File: src/rtl/demux_pkg.sv
// Shared constants for the 1:4 byte demultiplexer and its channel FIFOs.
package demux_pkg;

   localparam int CHAN_N = 4;
   localparam int SEL_W  = 2;

   typedef enum logic [SEL_W-1:0] {
      CH_RF    = 2'd0,
      CH_DMEM  = 2'd1,
      CH_IO    = 2'd2,
      CH_SPARE = 2'd3
   } chan_e;

endpackage

File: src/rtl/demux_chan_fifo.sv
// Per-channel FIFO: registered full/empty, head always presented on data_out.
module demux_chan_fifo #(
   parameter int WIDTH = 8,
   parameter int DEPTH = 2
) (
   input  logic             Clk,
   input  logic             Reset_n,
   input  logic             push,
   input  logic [WIDTH-1:0] data_in,
   output logic             full,
   input  logic             pop,
   output logic [WIDTH-1:0] data_out,
   output logic             empty
);

   localparam int AW = $clog2(DEPTH);

   logic [WIDTH-1:0] mem [DEPTH];
   logic [AW-1:0]    rd_ptr;
   logic [AW-1:0]    wr_ptr;
   logic [AW:0]      count;
   logic             do_push;
   logic             do_pop;

   assign full     = (count == (AW+1)'(DEPTH));
   assign empty    = (count == '0);
   assign do_push  = push && !full;
   assign do_pop   = pop && !empty;
   assign data_out = mem[rd_ptr];

   // Storage is cleared too, so the head reads zero straight out of reset.
   always_ff @(posedge Clk or negedge Reset_n) begin
      if (!Reset_n) begin
         rd_ptr <= '0;
         wr_ptr <= '0;
         count  <= '0;
         for (int unsigned i = 0; i < DEPTH; i++) begin
            mem[i] <= '0;
         end
      end else begin
         if (do_push) begin
            mem[wr_ptr] <= data_in;
            wr_ptr      <= wr_ptr + AW'(1);
         end
         if (do_pop) begin
            rd_ptr <= rd_ptr + AW'(1);
         end
         if (do_push && !do_pop) begin
            count <= count + 1'b1;
         end else if (!do_push && do_pop) begin
            count <= count - 1'b1;
         end
      end
   end

endmodule

File: src/rtl/demux_buf.sv
// Steers one byte stream to four independently buffered consumer channels.
module demux_buf
   import demux_pkg::*;
#(
   parameter int WIDTH = 8,
   parameter int DEPTH = 2
) (
   input  logic                  Clk,
   input  logic                  Reset_n,
   input  logic                  in_valid,
   output logic                  in_ready,
   input  logic [WIDTH-1:0]      in_data,
   input  logic [SEL_W-1:0]      in_sel,
   output logic [CHAN_N-1:0]     out_valid,
   input  logic [CHAN_N-1:0]     out_ready,
   output logic [CHAN_N*WIDTH-1:0] out_data,
   output logic [7:0]            xfer_cnt
);

   logic [CHAN_N-1:0] full;
   logic [CHAN_N-1:0] empty;
   logic [CHAN_N-1:0] push;
   logic              accept;

   // Ready comes only from registered full flags: no ready->ready path.
   assign in_ready  = !full[in_sel];
   assign accept    = in_valid && in_ready;
   assign out_valid = ~empty;

   always_comb begin
      push = '0;
      for (int unsigned k = 0; k < CHAN_N; k++) begin
         push[k] = accept && (in_sel == SEL_W'(k));
      end
   end

   for (genvar k = 0; k < CHAN_N; k++) begin : g_chan
      demux_chan_fifo #(
         .WIDTH (WIDTH),
         .DEPTH (DEPTH)
      ) u_fifo (
         .Clk      (Clk),
         .Reset_n  (Reset_n),
         .push     (push[k]),
         .data_in  (in_data),
         .full     (full[k]),
         .pop      (out_ready[k]),
         .data_out (out_data[k*WIDTH +: WIDTH]),
         .empty    (empty[k])
      );
   end

   always_ff @(posedge Clk or negedge Reset_n) begin
      if (!Reset_n) begin
         xfer_cnt <= '0;
      end else if (accept) begin
         xfer_cnt <= xfer_cnt + 8'd1;
      end
   end

endmodule

File: config.mk
export PLATFORM = sky130hd
export DESIGN_NAME = demux_buf
export DESIGN_NICKNAME = d
export VERILOG_FILES = /design/src/rtl/demux_pkg.sv /design/src/rtl/demux_chan_fifo.sv /design/src/rtl/demux_buf.sv
export SDC_FILE = /design/constraint.sdc
export NUM_CORES = 1
export LEC_CHECK = 0
export ABC_CLOCK_PERIOD_IN_PS = 2050
export CAP_MARGIN = 15
export CORE_MARGIN = 1.5
export CORE_UTILIZATION = 54
export CTS_CLUSTER_DIAMETER = 30
export DETAILED_ROUTE_END_ITERATION = 6
export GPL_ROUTABILITY_DRIVEN = 0
export MAX_ROUTING_LAYER = met4
export PLACE_DENSITY_LB_ADDON = 0.3
export SLEW_MARGIN = 0
export SYNTH_ARGS = -nofsm -noshare
export SYNTH_HDL_FRONTEND = slang
export SYNTH_SLANG_ARGS = --single-unit
File: constraint.sdc
create_clock -name Clk -period 2.05 [get_ports Clk]
set_input_delay 0.3075 -clock Clk [delete_from_list [all_inputs] [get_ports Clk]]
set_output_delay 0.3075 -clock Clk [all_outputs]
set_load 0.05 [all_outputs]
==> summary.md, run 1 <==
| Metric | Value |
|---|---|
| FF-to-FF setup slack | `0.34 ns` |
| # IOs | `62` |
| H-tree levels | `3` |
| Pre-CTS setup slack | `-0.1468 ns` |
| Register area | `0.002202 mm²` |
| Slew HR | `66.85%` |
| CTS tree | `done` |
| Max-cap violations | `0` |
| CP arrival | `1.68 ns` |
| Post-Syn Nets | `297` |
| Mean Syn Cell Area | `14.49 µm²` |
| WP data required | `1.74 ns` |
| Register area share after synthesis | `55.28%` |
| DR pass1 iterations | `4` |
| Clock Path Buffers | `2` |
| Hold WC Path Type | `in -> async` |
| CTS Buf Count | `9` |
| Post-Route WL | `7848 µm` |
| Pin slew with the least headroom to its limit | `0.4957 ns` |
| Core area | `0.007176 mm²` |
| Clock Sinks | `88` |
| Post-DP HPWL | `5501 µm` |
| Distinct cells, synth | `28` |
| Num rows | `31` |
| Port Buf Inserts | `61` |
| Initial DRC count | `85` |
| Synth Warn # | `0` |
| Clk slew on worst S/H paths | `0.08 ns` |
| Synth Instances | `275` |
| Root Driver | `clkbuf_8` |
| Crit Path Category | `in -> out` |
| Tmin final | `1.984 ns` |
| Footprint of the multi-input gates | `0.001755 mm²` |
| Max frequency | `504.1 MHz` |
| Antenna Nets Post-Route | `0` |
| Die Y | `88.89 µm` |
| DR vias | `2400` |
| Clock latency on the worst-skew pair | `0.35 ns` |
| Final setup margin | `0.06646 ns` |
| Vias in the first global route | `2456` |
| Die Wd | `88.89 µm` |
| Crit path launch | `in_sel[0]` |
| First-pass GRT wire length | `12390 µm` |
| R2R Path End | `g_chan[0].u_fifo.mem[10]` |
| Critical Path Fanout Max | `6` |
| NumNets Final | `384` |
| Skew final | `0.007538 ns` |
| Gr usage total | `22.10%` |
| Commonest non-fill, non-tap cell in the layout | `mux2_2` |
| Slew Limit Fails | `0` |
| Crit start category | `primary input` |
| Routed WL per cell | `16.88 µm` |
| GR Overflow Total | `0` |
| Total die area | `0.007901 mm²` |
| Unrepaired setup endpoints after global routing | `no` |
| Mapped Area | `0.003984 mm²` |
| Initial Util | `55.52%` |
| Final hold vios | `0` |
| Most frequent cells in the layout | `mux2_2, dfrtp_1, buf_4, clkdlybuf4s50_1, xnor2_1` |
| Fillers | `507` |
| Vias/cell | `5.161` |
| Run status | `finished, final reports clean` |
| Layout cells sized above 1 | `50.27%` |
| R2R depth | `5` |
| Antenna cells | `0` |
| Worst r2r src | `g_chan[0].u_fifo.count[1]` |
| Largest net degree at the start of global routing | `36` |
| Number of setup violations in the final report | `0` |
| Remaining DRCs | `0` |
| Area Growth Syn to Fin | `26.51%` |
| Crit end category | `primary output` |
| Register bit total from synthesis | `88` |
| Final period utilization | `96.76%` |
| Antenna violations before repair | `0` |
area by class of cell:
class,instances,share of cell area (%)
flip-flops and latches,88,43.69
multi-input cells,176,34.83
repair buffers,85,14.57
clock buffers,9,2.458
well taps,99,2.458
clock inverters,6,1.837
inverters,2,0.1490
cells in the mapped netlist:
master	n	share of area [%]
or2_2	4	0.63
mux2_4	1	0.38
ha_1	5	1.6
nor4b_4	1	0.60
xnor2_1	15	3.3
nor4b_1	1	0.22
a21oi_1	2	0.25
xor2_1	12	2.6
mux2_2	96	27
inv_1	2	0.19
and4_1	1	0.22
nor4bb_1	2	0.50
buf_6	2	0.57
nor2_1	5	0.47
nor2b_1	5	0.79
nand3_1	4	0.50
nand3b_1	1	0.19
nand2_1	9	0.85
and3_1	2	0.31
nand4_1	3	0.47
buf_2	2	0.25
nor4_4	2	1.1
dfrtp_1	88	55
and4b_4	1	0.35
nand2_2	3	0.47
nor3_2	1	0.25
buf_4	1	0.19
clkbuf_1	4	0.38
registers in the layout, summed over array words and instances, names as in the netlist:
register              flops
g_chan.u_fifo.mem        64
g_chan.u_fifo.count       8
xfer_cnt                  8
g_chan.u_fifo.rd_ptr      4
g_chan.u_fifo.wr_ptr      4
cell families after synthesis:
kind of cell | count (synthesis) | share of synthesized area (%)
adders and majority gates | 5 | 1.570
muxes | 97 | 27.51
and+or+nand+nor | 45 | 7.883
xor gates and xnor gates | 27 | 5.936
AOI/OAI and AO/OA | 2 | 0.2513
DFF | 88 | 55.28
buffers and inverters | 11 | 1.570
routing by layer:
layer / wire length, µm / up-vias / track usage (%)
met5: 0 / - / -
met4: 177 / 0 / 9.659
met3: 198 / 14 / 3.786
met2: 3798 / 46 / 34.92
met1: 3673 / 1203 / 28.21
li1: - / 1137 / -
through the flow:
stage,instances,setup TNS [ns],hold WS [ns],cell area [µm²],utilization [%]
finish,465,0,0.4475,5040,70.24
global placement,448,-0.8009,0.2894,4768,66.45
CTS,464,-0.004451,0.4516,5002,69.71
detailed placement,448,-1.942,0.2915,4768,66.45
floorplan,275,0,0.01191,3984,-
global route,465,0,0.4798,5040,70.24
worst max-delay path: stages:
cell	delay (ns)
clkdlybuf4s50_1	0.46
buf_6	0.16
nor4b_2	0.26
buf_4	0.15
nor4_4	0.04
buf_4	0.16
buf_12	0.14
how the worst max path moves through the flow:
stage	end	slack, ns	cells past startpoint
global placement	xfer_cnt[1]	-0.10	7
global route	in_ready	0.01	7
floorplan	xfer_cnt[1]	0.06	5
CTS	in_ready	-0.004	7
detailed placement	xfer_cnt[1]	-0.15	7
finish	in_ready	0.07	7
what timing repair did:
| action | 4_1_cts | 5_1_grt |
|---|---|---|
| setup endpoints to repair | 5 | 1 |
| buffers inserted | 0 | 1 |
| hold endpoints to repair | 32 | 0 |
| gates resized for setup | 6 | 5 |
| hold buffers | 1 | 0 |
Power of run 1 is not shown: default switching activity piles up to over one toggle a cycle in this logic, so the estimate is an artifact.
==> run 2, diff against run 1 <==
Settings changed: CORE_MARGIN 1.5 to 5.
==> summary.md, run 2 (synthesis results as in run 1) <==
| Metric | Value |
|---|---|
| Run status | `finished, final reports clean` |
| Clock latency on the worst-skew pair | `0.34 ns (about the same)` |
| Max-cap violations | `0 (unchanged)` |
| Most frequent cells in the layout | `mux2_2, dfrtp_1, buf_4, clkdlybuf4s50_1, xnor2_1` |
| H-tree levels | `3 (unchanged)` |
| Worst Setup EP | `xfer_cnt[2]` |
| Critical Path Slowest Stage Cell | `clkdlybuf4s50_1` |
| Routed WL per cell | `16.83 µm (-0.26%)` |
| Antenna Nets Post-Route | `0 (unchanged)` |
| Pre-CTS setup slack | `-0.1174 ns (+0.02941 ns)` |
| Initial Util | `55.22% (-0.30 points)` |
| DR pass1 iterations | `4 (unchanged)` |
| # IOs | `62 (unchanged)` |
| Root Driver | `clkbuf_8` |
| Levels on crit path | `1 (-6)` |
| CTS tree | `done` |
| Design area | `0.005054 mm² (+0.27%)` |
| CP arrival | `1.60 ns (-0.08 ns)` |
| R2R Path End | `g_chan[1].u_fifo.mem[1]` |
| Final Util | `70.05% (-0.19 points)` |
| Initial DRC count | `92 (+8.2%)` |
| Post-DP HPWL | `5572 µm (+1.3%)` |
| Gr usage total | `19.62% (-2.5 points)` |
| Final setup margin | `0.1429 ns (+0.07640 ns)` |
| Crit start category | `flop` |
| Port Buf Inserts | `61 (unchanged)` |
| Biggest register | `g_chan.u_fifo.mem` |
| Hold WC Path Type | `in -> async` |
| Largest net degree at the start of global routing | `39 (+8.3%)` |
| Layout cells sized above 1 | `50.13% (-0.14 points)` |
| Antenna cells | `0 (unchanged)` |
| Tmin final | `1.907 ns (-0.07640 ns)` |
| Final hold vios | `0 (unchanged)` |
| Vias/cell | `5.166 (about the same)` |
| NumNets Final | `388 (+1.0%)` |
| Final hold slack | `0.4799 ns (+0.03241 ns)` |
| Post-Route WL | `7912 µm (+0.82%)` |
| Clock Sinks | `88 (unchanged)` |
| Total die area | `0.009195 mm² (+16%)` |
| DR vias | `2428 (+1.2%)` |
| Vias in the first global route | `2572 (+4.7%)` |
| Crit Path Category | `reg -> out` |
| Post-DP Area | `0.004806 mm² (+0.79%)` |
| CP bufs+invs | `1 (-4)` |
| Register area | `0.002202 mm² (unchanged)` |
| Remaining DRCs | `0 (unchanged)` |
| Area Growth Syn to Fin | `26.85%` |
| Max reg flops | `64 (unchanged)` |
| Unrepaired setup endpoints after global routing | `no` |
| Delay of the slowest critical-path stage | `0.83 ns (+0.37 ns)` |
| Die Y | `95.89 µm (+7.9%)` |
| First-pass GRT wire length | `13280 µm (+7.2%)` |
| Family with the most delay on the worst path | `buffers and inverters` |
| FF-to-FF setup slack | `0.37 ns (+0.03 ns)` |
| Crit end category | `primary output` |
| Max frequency | `524.3 MHz (+4.0%)` |
| Slew Limit Fails | `0 (unchanged)` |
| Number of setup violations in the final report | `0 (unchanged)` |
| R2R depth | `5 (unchanged)` |
| GR Overflow Total | `0 (unchanged)` |
| Worst r2r src | `g_chan[1].u_fifo.count[0]` |
| Antenna violations before repair | `0 (unchanged)` |
| Pin slew with the least headroom to its limit | `0.5104 ns (+0.01473 ns)` |
| Clock Path Buffers | `2 (unchanged)` |
| Num rows | `31 (unchanged)` |
| WP data required | `1.74 ns (about the same)` |
| Clk slew on worst S/H paths | `0.08 ns (about the same)` |
| Die Wd | `95.89 µm (+7.9%)` |
| Final period utilization | `93.03% (-3.7 points)` |
| Fillers | `564 (+11%)` |
| Commonest non-fill, non-tap cell in the layout | `mux2_2` |
| Post-CTS Setup Bufs | `0 (unchanged)` |
| Critical-path cell list | `clkdlybuf4s50_1` |
| Largest regs | `g_chan.u_fifo.mem (64), g_chan.u_fifo.count (8), xfer_cnt (8)` |
| Core area | `0.007214 mm² (+0.54%)` |
| Slew HR | `65.87% (-0.98 points)` |
| Footprint of the multi-input gates | `0.001747 mm² (-0.50%)` |
| Crit path launch | `xfer_cnt[2]` |
| Skew final | `0.008589 ns (+0.001051 ns)` |
| CTS Buf Count | `9 (unchanged)` |
| Critical Path Fanout Max | `6 (unchanged)` |
run 2: layer usage:
metal	GRT usage, %	share of wire, %
met5	-	0
met4	6.398	1.1
met3	2.658	3.5
met2	30.98	51
met1	26.44	44
run 2: what timing repair did:
item	4_1_cts	5_1_grt
endpoints found under the setup margin	5	1
hold buffers	1	0
gates resized for setup	7	3
endpoints found under the hold margin	36	0
run 2: area by class of cell:
cell class	instances	share of cell area (%)
multi-input combinational	176	34.56
inverter	2	0.1486
clock inverter	3	1.287
sequential	88	43.58
clock buffer	13	2.946
timing repair buffer	89	15.03
tap	99	2.451
run 2: stage by stage:
step | std cells | TNS (ns)
after floorplan | 275 | 0
after global placement | 453 | -0.9626
after detailed placement | 453 | -1.968
after CTS | 470 | 0
after global routing | 470 | 0
final | 470 | 0
run 2: how the worst min path moves through the flow:
stage                                 start                        end
floorplan                           Reset_n  g_chan[0].u_fifo.count[0]
global placement                    Reset_n                xfer_cnt[5]
detailed placement                  Reset_n                xfer_cnt[1]
CTS                                 Reset_n                xfer_cnt[1]
global route        g_chan[2].u_fifo.mem[7]    g_chan[2].u_fifo.mem[7]
finish                              Reset_n                xfer_cnt[1]
run 2: worst reg2reg max path, delay by kind of cell (launching register included):
kind / cells / cell delay [ns]
buffers and inverters: 1 / 0.15
muxes: 1 / 0.37
DFF: 1 / 0.46
and+or+nand+nor: 3 / 0.59
Power of run 2 is left out for the same reason.
==> run 3, diff against run 2 <==
Settings changed: RECOVER_POWER set to 25, SKIP_LAST_GASP set to 1.
==> summary.md, run 3 (synthesis results as in run 1) <==
| Metric | Value |
|---|---|
| Run status | `finished, final reports clean` |
| Number of setup violations in the final report | `0 (unchanged)` |
| FF-to-FF setup slack | `0.37 ns (about the same)` |
| Largest regs | `g_chan.u_fifo.mem (64), g_chan.u_fifo.count (8), xfer_cnt (8)` |
| Routed WL per cell | `16.83 µm (about the same)` |
| Initial DRC count | `92 (unchanged)` |
| Critical Path Fanout Max | `6 (unchanged)` |
| Clock Sinks | `88 (unchanged)` |
| Antenna violations before repair | `0 (unchanged)` |
| Root Driver | `clkbuf_8` |
| Port Buf Inserts | `61 (unchanged)` |
| First-pass GRT wire length | `13280 µm (unchanged)` |
| Post-DP HPWL | `5572 µm (unchanged)` |
| Core area | `0.007214 mm² (unchanged)` |
| Slew HR | `36.97% (-29 points)` |
| Pin slew with the least headroom to its limit | `0.9454 ns (+0.4350 ns)` |
| Largest net degree at the start of global routing | `39 (unchanged)` |
| CTS tree | `done` |
| Initial Util | `55.22% (unchanged)` |
| Vias/cell | `5.166 (unchanged)` |
| Critical-path cell list | `clkdlybuf4s50_1` |
| Crit Path Category | `reg -> out` |
| CTS Buf Count | `9 (unchanged)` |
| Final period utilization | `93.03% (unchanged)` |
| Die Y | `95.89 µm (unchanged)` |
| Worst r2r src | `g_chan[1].u_fifo.count[0]` |
| Gr usage total | `19.62% (unchanged)` |
| Worst Hold Path EP | `xfer_cnt[7]` |
| Fillers | `565 (+0.18%)` |
| Hold path start | `xfer_cnt[7]` |
| Post-DP Area | `0.004806 mm² (unchanged)` |
| Commonest non-fill, non-tap cell in the layout | `mux2_2` |
| Skew final | `0.008589 ns (unchanged)` |
| Critical Path Slowest Stage Cell | `clkdlybuf4s50_1` |
| GR Overflow Total | `0 (unchanged)` |
| Max reg flops | `64 (unchanged)` |
| Die Wd | `95.89 µm (unchanged)` |
| DR vias | `2428 (unchanged)` |
| Hold depth | `1` |
| Final Non-Filler Cells | `470 (unchanged)` |
| Family with the most delay on the worst path | `buffers and inverters` |
| R2R Path End | `g_chan[1].u_fifo.mem[1]` |
| Post-CTS Setup Bufs | `0 (unchanged)` |
| Final TNS setup | `0 ns (unchanged)` |
| Crit start category | `flop` |
| Num rows | `31 (unchanged)` |
| Slew Limit Fails | `0 (unchanged)` |
| Layout cells sized above 1 | `50.13% (unchanged)` |
| Hold WC Path Type | `reg -> reg` |
| Design area | `0.005051 mm² (about the same)` |
| Remaining DRCs | `0 (unchanged)` |
| Final Util | `70.01% (about the same)` |
| Antenna cells | `0 (unchanged)` |
| R2R depth | `5 (unchanged)` |
| Vias in the first global route | `2572 (unchanged)` |
| Total die area | `0.009195 mm² (unchanged)` |
| WP data required | `1.74 ns (about the same)` |
| Placed cell count | `453 (unchanged)` |
| DR pass1 iterations | `4 (unchanged)` |
| Unrepaired setup endpoints after global routing | `no` |
| Antenna Nets Post-Route | `0 (unchanged)` |
| Area Growth Syn to Fin | `26.79% (about the same)` |
| Delay of the slowest critical-path stage | `0.83 ns (about the same)` |
| Max frequency | `524.3 MHz (unchanged)` |
| Tmin final | `1.907 ns (unchanged)` |
| Final hold vios | `0 (unchanged)` |
| Post-Route WL | `7911 µm (about the same)` |
| Most frequent cells in the layout | `mux2_2, dfrtp_1, buf_4, clkdlybuf4s50_1, xnor2_1` |
| NumNets Final | `388 (unchanged)` |
| CP bufs+invs | `1 (unchanged)` |
| H-tree levels | `3 (unchanged)` |
| CP arrival | `1.60 ns (about the same)` |
| Clock latency on the worst-skew pair | `0.34 ns (about the same)` |
| # IOs | `62 (unchanged)` |
| Biggest register | `g_chan.u_fifo.mem` |
| Clk slew on worst S/H paths | `0.08 ns (about the same)` |
| Clock Path Buffers | `2 (unchanged)` |
| Crit end category | `primary output` |
| Max-cap violations | `0 (unchanged)` |
## run 3: cell types whose count changed in the layout (fill, tap and decap cells not counted)
cell / change
buf_4: -1
clkbuf_2: +1
## run 3: final cells by class
cell class	instances	area [µm²]	area share [%]
clock buffers	13	148.9	2.948
clock inverters	3	65.06	1.288
inverters	2	7.507	0.1486
multi-input cells	176	1747	34.58
flip-flops and latches	88	2202	43.60
well taps	99	123.9	2.452
repair buffers	89	757.0	14.99
## run 3: metrics by stage
stage	hold WS (ns)	setup slack [ns]
2_1_floorplan	0.01191	0.05960
3_3_place_gp	0.2999	-0.06921
3_5_place_dp	0.3048	-0.1174
4_1_cts	0.4859	0.01601
5_1_grt	0.5230	0.03156
6_report	0.4871	0.1429
## run 3: worst max-delay path by stage
stage          slack, ns                       end                 startpoint  cells past startpoint
6_report            0.14               xfer_cnt[2]                xfer_cnt[2]                      1
5_1_grt             0.03                  in_ready  g_chan[0].u_fifo.count[1]                      5
4_1_cts             0.02                  in_ready                  in_sel[1]                      6
3_5_place_dp       -0.12  g_chan[0].u_fifo.mem[15]                  in_sel[0]                      6
3_3_place_gp       -0.07  g_chan[0].u_fifo.mem[13]                  in_sel[0]                      6
2_1_floorplan       0.06               xfer_cnt[1]                  in_sel[1]                      5
## run 3: what timing repair did
action	CTS	global route
gates resized for setup	7	3
hold endpoints to repair	36	0
setup endpoints to repair	5	1
hold buffers	1	0
gates cloned	0	0
## run 3: routing by layer
metal | up-vias | GRT usage (%) | wire, µm
met5 | - | - | 0
met4 | 0 | 6.398 | 90
met3 | 9 | 2.658 | 279
met2 | 44 | 30.98 | 4031
met1 | 1234 | 26.44 | 3509
li1 | 1141 | - | -
Power of run 3 is left out for the same reason.
